### src/rtl/fetch_unit_if.sv
`default_nettype none
// ============================================================================
// Module   : fetch_unit_if
// Purpose  : Instruction-memory request/acknowledge bus between the fetch
//            stage (master) and the instruction memory (slave).
// Signals  : imem_req   - read request, held until imem_ack
//            imem_addr  - word address of the request
//            imem_ack   - response valid for the outstanding request
//            imem_rdata - instruction word, valid with imem_ack
// Revision : 1.0 - initial release
// ============================================================================
interface fetch_unit_if;
  logic        imem_req;
  logic [31:0] imem_addr;
  logic        imem_ack;
  logic [31:0] imem_rdata;

  modport master (
    output imem_req,
    output imem_addr,
    input  imem_ack,
    input  imem_rdata
  );

  modport slave (
    input  imem_req,
    input  imem_addr,
    output imem_ack,
    output imem_rdata
  );
endinterface
`default_nettype wire

### src/rtl/fetch_unit.sv
`default_nettype none
// ============================================================================
// Module   : fetch_unit
// Purpose  : Instruction fetch stage. Issues sequential word fetches over a
//            single-outstanding req/ack memory bus, buffers returned words in
//            an output register plus one skid register so decode stalls never
//            drop an instruction, and restarts on a redirect from execute.
// Ports    : clk, rst_n          - clock, asynchronous active-low reset
//            stall               - decode cannot accept the presented insn
//            redirect/redirect_pc- flush and restart fetch at redirect_pc
//            mem (master)        - instruction memory bus (fetch_unit_if)
//            insn/pc/valid_insn  - instruction stream to decode
//            fetch_misalign      - sticky misaligned-target flag
//                                  (only with FETCH_ALIGN_CHECK_EN)
// Config   : `define FETCH_ALIGN_CHECK_EN adds misaligned-redirect detection
//            and a HALT state; otherwise redirect targets are word-aligned.
// Revision : 1.0 - initial release
// ============================================================================
module fetch_unit #(
  parameter logic [31:0] RESET_PC = 32'h8002_0000
) (
  input  logic         clk,
  input  logic         rst_n,
  input  logic         stall,
  input  logic         redirect,
  input  logic [31:0]  redirect_pc,
  fetch_unit_if.master mem,
  output logic [31:0]  insn,
  output logic [31:0]  pc,
  output logic         valid_insn
`ifdef FETCH_ALIGN_CHECK_EN
  ,
  output logic         fetch_misalign
`endif
);

`ifdef FETCH_ALIGN_CHECK_EN
  typedef enum logic [1:0] {
    ST_RUN  = 2'd0,
    ST_FULL = 2'd1,
    ST_HALT = 2'd2
  } state_t;
`else
  typedef enum logic [1:0] {
    ST_RUN  = 2'd0,
    ST_FULL = 2'd1
  } state_t;
`endif

  state_t      r_state;
  logic        r_req;        // request on the bus, waiting for its ack
  logic        r_squash;     // flushed request still in flight; ack is dropped
  logic [31:0] r_fpc;        // address of the current / next request
  logic        r_out_v;
  logic [31:0] r_out_insn;
  logic [31:0] r_out_pc;
  logic        r_skid_v;
  logic [31:0] r_skid_insn;
  logic [31:0] r_skid_pc;
`ifdef FETCH_ALIGN_CHECK_EN
  logic        r_misalign;
  logic        w_misalign;
`endif

  logic        w_take;
  logic        w_consume;
  logic        w_skid_fill;
  logic        w_skid_empty_next;
  logic        w_out_v_next;
  logic [31:0] w_target;

  // An ack only counts for a live (non-squashed) request.
  assign w_take            = mem.imem_ack & r_req;
  assign w_consume         = r_out_v & ~stall;
  // A returning word lands in skid only when the output is held by a stall.
  assign w_skid_fill       = w_take & r_out_v & stall;
  assign w_skid_empty_next = ~w_skid_fill & (~r_skid_v | w_consume);
  assign w_out_v_next      = w_take | (w_consume ? r_skid_v : r_out_v);
  assign w_target          = redirect_pc & ~32'h3;
`ifdef FETCH_ALIGN_CHECK_EN
  assign w_misalign        = |redirect_pc[1:0];
`endif

  always_ff @(posedge clk or negedge rst_n) begin
    if (!rst_n) begin
      r_state     <= ST_RUN;
      r_req       <= 1'b0;
      r_squash    <= 1'b0;
      r_fpc       <= RESET_PC;
      r_out_v     <= 1'b0;
      r_out_insn  <= 32'h0;
      r_out_pc    <= 32'h0;
      r_skid_v    <= 1'b0;
      r_skid_insn <= 32'h0;
      r_skid_pc   <= 32'h0;
`ifdef FETCH_ALIGN_CHECK_EN
      r_misalign  <= 1'b0;
`endif
    end else if (redirect) begin
      // Flush wins over stall and over a same-cycle ack.
      r_out_v  <= 1'b0;
      r_skid_v <= 1'b0;
      r_fpc    <= w_target;
`ifdef FETCH_ALIGN_CHECK_EN
      if (w_misalign || (r_state == ST_HALT)) begin
        r_state  <= ST_HALT;
        r_req    <= 1'b0;
        r_squash <= 1'b0;
        if (w_misalign) begin
          r_misalign <= 1'b1;
        end
      end else
`endif
      begin
        r_state <= ST_RUN;
        if ((r_req || r_squash) && !mem.imem_ack) begin
          // Still in flight: wait for its ack before issuing the new target.
          r_req    <= 1'b0;
          r_squash <= 1'b1;
        end else begin
          r_req    <= 1'b1;
          r_squash <= 1'b0;
        end
      end
    end else begin
      case (r_state)
`ifdef FETCH_ALIGN_CHECK_EN
        ST_HALT: begin
          r_req    <= 1'b0;
          r_squash <= 1'b0;
          r_out_v  <= 1'b0;
          r_skid_v <= 1'b0;
        end
`endif
        default: begin
          if (w_take) begin
            r_fpc <= r_fpc + 32'd4;
            if (w_skid_fill) begin
              r_skid_v    <= 1'b1;
              r_skid_insn <= mem.imem_rdata;
              r_skid_pc   <= r_fpc;
            end else begin
              r_out_v    <= 1'b1;
              r_out_insn <= mem.imem_rdata;
              r_out_pc   <= r_fpc;
            end
          end else if (w_consume) begin
            r_out_v <= r_skid_v;
            if (r_skid_v) begin
              r_out_insn <= r_skid_insn;
              r_out_pc   <= r_skid_pc;
            end
            r_skid_v <= 1'b0;
          end

          // Next request goes out in the ack cycle whenever the skid will be
          // free, giving one instruction per cycle with a 1-cycle memory.
          if (r_squash) begin
            if (mem.imem_ack) begin
              r_squash <= 1'b0;
              r_req    <= w_skid_empty_next;
            end
          end else if (!r_req || mem.imem_ack) begin
            r_req <= w_skid_empty_next;
          end

          r_state <= (w_out_v_next && !w_skid_empty_next) ? ST_FULL : ST_RUN;
        end
      endcase
    end
  end

  assign mem.imem_req  = r_req;
  assign mem.imem_addr = r_fpc;
  assign insn          = r_out_insn;
  assign pc            = r_out_pc;
  assign valid_insn    = r_out_v;
`ifdef FETCH_ALIGN_CHECK_EN
  assign fetch_misalign = r_misalign;
`endif

endmodule
`default_nettype wire

### src/flat_wrapper.sv
// flat-port wrapper written by rule: the top's interface ports become plain ports
module fetch_unit_flat 
#(
  parameter logic [31:0] RESET_PC = 32'h8002_0000
)
  (clk, rst_n, stall, redirect, redirect_pc, insn, pc, valid_insn, mem_imem_req, mem_imem_addr, mem_imem_ack, mem_imem_rdata);
  fetch_unit_if mem_i ();
  input  logic clk;
  input  logic rst_n;
  input  logic stall;
  input  logic redirect;
  input  logic [31:0] redirect_pc;
  output logic [31:0] insn;
  output logic [31:0] pc;
  output logic valid_insn;
  output wire logic [$bits(mem_i.imem_req)-1:0] mem_imem_req;
  output wire logic [$bits(mem_i.imem_addr)-1:0] mem_imem_addr;
  input wire logic [$bits(mem_i.imem_ack)-1:0] mem_imem_ack;
  input wire logic [$bits(mem_i.imem_rdata)-1:0] mem_imem_rdata;
  assign mem_imem_req = mem_i.imem_req;
  assign mem_imem_addr = mem_i.imem_addr;
  assign mem_i.imem_ack = mem_imem_ack;
  assign mem_i.imem_rdata = mem_imem_rdata;
  fetch_unit #(.RESET_PC(RESET_PC)) u_core (.clk(clk), .rst_n(rst_n), .stall(stall), .redirect(redirect), .redirect_pc(redirect_pc), .mem(mem_i), .insn(insn), .pc(pc), .valid_insn(valid_insn));
endmodule
### config.mk
export PLATFORM = sky130hd
export DESIGN_NAME = fetch_unit_flat
export DESIGN_NICKNAME = d
export VERILOG_FILES = /design/src/rtl/fetch_unit_if.sv /design/src/rtl/fetch_unit.sv /design/src/flat_wrapper.sv
export SDC_FILE = /design/constraint.sdc
export NUM_CORES = 1
export LEC_CHECK = 0
export CAP_MARGIN = 20
export CORE_UTILIZATION = 54
export DETAILED_ROUTE_END_ITERATION = 10
export PLACE_DENSITY = 0.85
export SYNTH_ARGS = -nofsm -noshare
export SYNTH_HDL_FRONTEND = slang
export SYNTH_SLANG_ARGS = --single-unit
### constraint.sdc
create_clock -name clk -period 5.5 [get_ports clk]
set_input_delay 0.55 -clock clk [delete_from_list [all_inputs] [get_ports clk]]
set_output_delay 0.55 -clock clk [all_outputs]
set_load 0.03 [all_outputs]
==> results of run 1 <==
==> state kept, by name, indices dropped and copies added (netlist names) <==
name                  flops
u_core.pc                30
u_core.r_skid_pc         30
u_core.mem.imem_addr     30
u_core.r_skid_v           1
u_core.insn              32
u_core.r_skid_insn       32
u_core.valid_insn         1
u_core.r_squash           1
u_core.mem.imem_req       1
==> per-layer routing <==
metal  track usage [%]  vias up  wire length (um)
li1                  -     2560                 -
met1              33.2     2714              7360
met2              42.9      192              8400
met3              5.87       24               956
met4              10.5        0               244
met5                 0        -                 0
==> path summary, 6_finish.rpt <==
path                                       endpoint  cells after the start  slack [ps]
min                                   u_core.pc[21]                      1          50
min reg2reg                            u_core.pc[5]                      1         480
min in group clk                       u_core.pc[5]                      1         480
max in group asynchronous           u_core.insn[12]                      3        4240
max reg2reg                u_core.mem.imem_addr[20]                      4        3130
max                                    u_core.pc[8]                      7        2030
==> cells in the final DEF, fill, tap and decap left out, types with 2 or more instances in the layout <==
| master | count |
|---|---|
| or2_2 | 2 |
| mux2i_1 | 61 |
| xor2_1 | 4 |
| dfrtp_1 | 156 |
| nor2_1 | 20 |
| or3_1 | 4 |
| clkbuf_8 | 5 |
| clkinv_2 | 4 |
| clkbuf_1 | 2 |
| mux2_2 | 63 |
| a31oi_1 | 11 |
| buf_4 | 6 |
| a21oi_1 | 6 |
| nand4_1 | 9 |
| nand3_1 | 15 |
| o31ai_1 | 12 |
| clkbuf_16 | 17 |
| nand2_1 | 90 |
| nor3_1 | 6 |
| o21ai_0 | 79 |
| nor2b_1 | 3 |
| or4_1 | 9 |
| clkdlybuf4s50_1 | 159 |
| nor4_1 | 6 |
| and3_1 | 2 |
| a21o_1 | 2 |
| or4_4 | 2 |
| inv_1 | 5 |
| xnor2_1 | 8 |
| a22oi_1 | 3 |
| dfstp_2 | 2 |
| conb_1 | 4 |
==> logic make-up after synthesis <==
group           count (synthesis)
other cells                     1
flops                         158
fa+ha+maj                       1
buf+inv                        54
xor+xnor                       12
simple gates                  177
compound gates                117
mux                           124
==> area by class of cell <==
cell class | count | area, um^2 | area share, %
clock buffers | 24 | 502 | 5.33
clock inverters | 6 | 58.8 | 0.625
inverters | 6 | 22.5 | 0.239
multi-input cells | 435 | 2980 | 31.6
flip-flops and latches | 158 | 3960 | 42.1
well taps | 172 | 215 | 2.29
repair buffers | 167 | 1680 | 17.8
==> power breakdown <==
| group | internal (mW) | switching [mW] | total (mW) | leakage [nW] |
|---|---|---|---|---|
| Sequential | 1.47 | 0.205 | 1.67 | 1.97 |
| Combinational | 0.549 | 0.652 | 1.20 | 1.90 |
| Clock | 0.676 | 0.437 | 1.11 | 0.282 |
==> synth_stat cells, drive strengths merged, types with 2 or more instances <==
cell         number  area share [%]
a21o              2            0.21
o31ai            12             1.3
nor2b             3            0.26
dfrtp           156              55
buf              19             1.5
or2               2            0.18
nand4            10            0.96
and3              2            0.18
xnor2             8            0.98
nor2             20             1.1
a31oi            11            0.96
mux2             63             9.9
inv               5            0.26
o21ai            79             5.5
a21oi             6            0.42
xor2              4            0.49
dlygate4sd3       2            0.28
or4              11             1.3
or3               4            0.35
mux2i            61             8.5
a22oi             3            0.32
nor3              7            0.56
nand2            91             4.8
clkbuf           26             1.4
nand3            17             1.3
dfstp             2            0.74
nor4              6            0.53
==> worst max-delay path, cell delays in order <==
cell	delay, ps
clkdlybuf4s50_1	450
buf_4	400
clkinv_1	760
nand3_4	670
buf_4	620
a21oi_1	90
a21o_1	180
==> metrics, run 1 <==
full die area=13,700 um^2; first-pass GRT wire length=27,100 um; Post-synth EDFFs=0; core area=12,800 um^2; GRT overflow=0; synthesized area per cell=11.1 um^2; Nets=855; dpl cells=937; post-synthesis sequential area ratio=55.4%; Pwr Total=3.99 mW; post-CTS sizing=0; Placed Instance Area=8820 um^2; Post-Layout Cell Count=968; Post-Synth Adder-Cell Area=0.175%; critical path launch point type=input pin; DRC errors left=0; Skew-Pair Late Insertion Delay=410 ps; normalized max-slew margin=22.7%; CTS root buf=clkbuf_16; Via density=5.67; number of global-route vias before repair=5,525; synthesized cell area=7150 um^2; Ys Warns=0; Reg clk slew, reported paths=60 ps; reg2reg start=u_core.mem.imem_addr[6]; synthesis-to-finish area growth=31.6%; Setup WS post-layout=2030 ps; Hold Path Class=input pin to asynchronous set/reset pin; kind of end point of the critical path=register; initial core utilization=56.0%; port bufs=160; compound-cell area share of the yosys netlist=9.17%; pwr dens=424 nW/um^2; CTS tree=yes; antenna-violating nets left=0; wire per inst=17.5 um; Setup Skew=7.62 ps; Max Root-Sink Buffers=2; 1st-iter DRT viols=343; shortest period the worst path allows=3470 ps; setup violators final=0; final wirelength=17,000 um; Leakage=4.15 nW; Slew Limit Fails=0; RSZ-0062 raised after global routing=false; status=finished, final reports clean; Post-DP HPWL=11,100 um; Die X=117 um; drt first pass iters=5; setup TNS=0 ps; pre-CTS WS=1610 ps; Via Count=5,490; CP startpoint=redirect; hold_buf cts=0; antenna violations before repair=0; VDD IR-drop max=0.295 mV; Top FF cell, synth=dfrtp_1; H-tree levels=4; pin count of the biggest net entering global routing=122; final critical-path share of the clock period=63.0%; Hold Fails Final Rpt=0; die height=117 um; CTS Sinks=158; XOR/XNOR share of the synthesized area=1.47%; max_cap viols=0; share of layout cells above drive strength 1=13.8%; RePlAce Congestion=0.837; fmax=288 MHz; cells after synthesis=644; GRT Total Usage=25.9%; Worst-Margin Slew=1160 ps; mux cell area share after synthesis=18.5%; asr flop ratio synth=100%; post-layout util=73.6%; row cnt=41; main combinational cell family by area after synthesis=multiplexers; Fillers=843; #FFs+latches synth=158; critical path class=input pin to register; synth unique cells=46; final instance area=9410 um^2; Top Ports=167; Synth Area in Simple Gates=11.8%; CP required=5800 ps; CP max FO=72; Worst Hold Margin=50.1 ps; WP data arrival=3770 ps; Setup Fix Bufs, Post-CTS=0; TritonCTS buffer count=17; antenna cell count=0
No activity file was read; power rests on OpenSTA's default activity.
==> run 2: changes to the inputs <==
--- a/config.mk
+++ b/config.mk
@@ -6,9 +6,9 @@
 export NUM_CORES = 1
 export LEC_CHECK = 0
 export CAP_MARGIN = 20
-export CORE_UTILIZATION = 54
+export CORE_UTILIZATION = 50
 export DETAILED_ROUTE_END_ITERATION = 10
-export PLACE_DENSITY = 0.85
+export PLACE_DENSITY = 0.8
 export SYNTH_ARGS = -nofsm -noshare
 export SYNTH_HDL_FRONTEND = slang
 export SYNTH_SLANG_ARGS = --single-unit
==> constraint.sdc (replaced) <==
create_clock -name clk -period 3.25 [get_ports clk]
set_input_delay 0.325 -clock clk [delete_from_list [all_inputs] [get_ports clk]]
set_output_delay 0.325 -clock clk [all_outputs]
set_load 0.03 [all_outputs]
==> run 2 against run 1 <==
Net effect:
- first-iteration DRC count rose by 2.9%
- sequential power increased by 68%
- clock power is 77% higher
- setup slack worse by 1100 ps
- highest routed layer unchanged
==> metrics, run 2 (synthesized netlist as in run 1, its figures left out) <==
CTS tree=yes; drt first pass iters=4 (-1); critical path launch point type=register; Max Root-Sink Buffers=2 (unchanged); hold_sp=u_core.pc[5]; post-CTS sizing=0 (unchanged); Hold Fails Final Rpt=0 (unchanged); CP required=3590 ps (-2210 ps); Skew-Pair Late Insertion Delay=420 ps (about the same); reg2reg end=u_core.mem.imem_addr[24]; VDD IR-drop max=0.430 mV (+46%); Post-DP HPWL=10,900 um (-1.8%); Nets=860 (+0.58%); initial core utilization=51.3% (-4.7 points); Reg clk slew, reported paths=60 ps (about the same); Register Area=3960 um^2 (unchanged); die height=122 um (+3.9%); hold worst-path end=u_core.pc[5]; Slew Limit Fails=0 (unchanged); kind of end point of the critical path=register; shortest period the worst path allows=2340 ps; share of layout cells above drive strength 1=14.1% (+0.29 points); Worst-Margin Slew=785 ps (-376 ps); pwr dens=715 nW/um^2 (+69%); DRC errors left=0 (unchanged); normalized max-slew margin=47.7% (+25 points); Fillers=1,023 (+21%); fmax=428 MHz; antenna-violating nets left=0 (unchanged); multi-input logic area=2980 um^2 (unchanged); Worst R2R Setup Slack=910 ps (-2220 ps); WP data arrival=2680 ps (-1090 ps); port bufs=160 (unchanged); number of global-route vias before repair=5,284 (-4.4%); Worst Hold Margin=472 ps (+422 ps); CP max FO=11 (-85%); TritonCTS buffer count=17 (unchanged); first-pass GRT wire length=26,100 um (-3.6%); max_cap viols=0 (unchanged); Top Ports=167 (unchanged); hold_buf cts=1 (+1); H-tree levels=4 (unchanged); 1st-iter DRT viols=353 (+2.9%); reg2reg start=u_core.mem.imem_addr[6]; Hold Path Class=register to register; full die area=14,800 um^2 (+7.9%); Setup Fix Bufs, Post-CTS=0 (unchanged); RePlAce Congestion=0.844 (+0.88%); critical path class=register to register; Via Count=5,369 (-2.2%); wire per inst=16.3 um (-7.1%); setup violators final=0 (unchanged); setup TNS=0 ps (unchanged); antenna cell count=0 (unchanged); RSZ-0062 raised after global routing=false; CTS root buf=clkbuf_16; core area=13,900 um^2 (+9.1%); Die X=122 um (+3.9%); final wirelength=16,000 um (-5.8%); status=finished, final reports clean; Worst Reg-to-Reg Cells=4 (unchanged); Setup Skew=8.68 ps (+1.07 ps); Via density=5.47 (-3.5%); antenna violations before repair=0 (unchanged); most frequent cells in the layout=clkdlybuf4s50_1, dfrtp_1, nand2_1; pin count of the biggest net entering global routing=88 (-28%); GRT overflow=0 (unchanged); commonest non-fill, non-tap cell in the layout=clkdlybuf4s50_1; final critical-path share of the clock period=71.9%; Hold Path Depth=1; Leakage=4.19 nW (+0.83%); CTS Sinks=158 (unchanged); GRT Total Usage=22.9% (-3.0 points); synthesis-to-finish area growth=32.7%; row cnt=43 (+4.9%)
[run 2: cell type report]
type / count / area share, %
sequential: 158 / 41.7
multi-input combinational: 435 / 31.4
timing repair buffer: 172 / 18.1
clock buffer: 25 / 5.33
tap: 180 / 2.37
clock inverter: 5 / 0.831
inverter: 6 / 0.237
[run 2: per-stage QoR]
| stage | cell area, um^2 | utilization [%] | setup slack (ps) | instances | total power, mW |
|---|---|---|---|---|---|
| floorplan | 7160 | - | 1030 | 647 | 3.98 |
| global placement | 8890 | 63.8 | 723 | 950 | 4.77 |
| detailed placement | 8890 | 63.8 | 732 | 950 | 4.86 |
| CTS | 9480 | 68.1 | 929 | 981 | 6.84 |
| global route | 9480 | 68.1 | 786 | 981 | 7.12 |
| finish | 9480 | 68.1 | 913 | 981 | 6.78 |
[run 2: worst max-delay path: stages, from the launching register on]
cell     delay (ps)
dfrtp_1         450
nand3_1         350
or4_1           780
or4_1           510
a31oi_1         160
[run 2: how the worst max path moves through the flow]
stage,end,cells past startpoint,slack [ps],from
CTS,u_core.mem.imem_addr[24],4,930,u_core.mem.imem_addr[6]
global route,u_core.mem.imem_addr[24],4,790,u_core.mem.imem_addr[6]
finish,u_core.mem.imem_addr[24],4,910,u_core.mem.imem_addr[6]
floorplan,u_core.mem.imem_addr[24],6,1030,u_core.mem.imem_addr[2]
detailed placement,u_core.mem.imem_addr[24],5,730,mem_imem_ack
global placement,u_core.mem.imem_addr[24],5,720,mem_imem_ack
[run 2: report_power, final]
part	switching (mW)	internal, mW	total [mW]
clock	0.735	1.22	1.96
sequential	0.323	2.48	2.80
combinational	1.08	0.932	2.02
total	2.14	4.64	6.78
[run 2: metal layers]
| metal | track usage (%) | wire length [um] | up-vias |
|---|---|---|---|
| li1 | - | - | 2568 |
| met1 | 29.8 | 7270 | 2635 |
| met2 | 36.5 | 7680 | 143 |
| met3 | 4.87 | 706 | 23 |
| met4 | 10.8 | 314 | 0 |
| met5 | 0 | 0 | - |
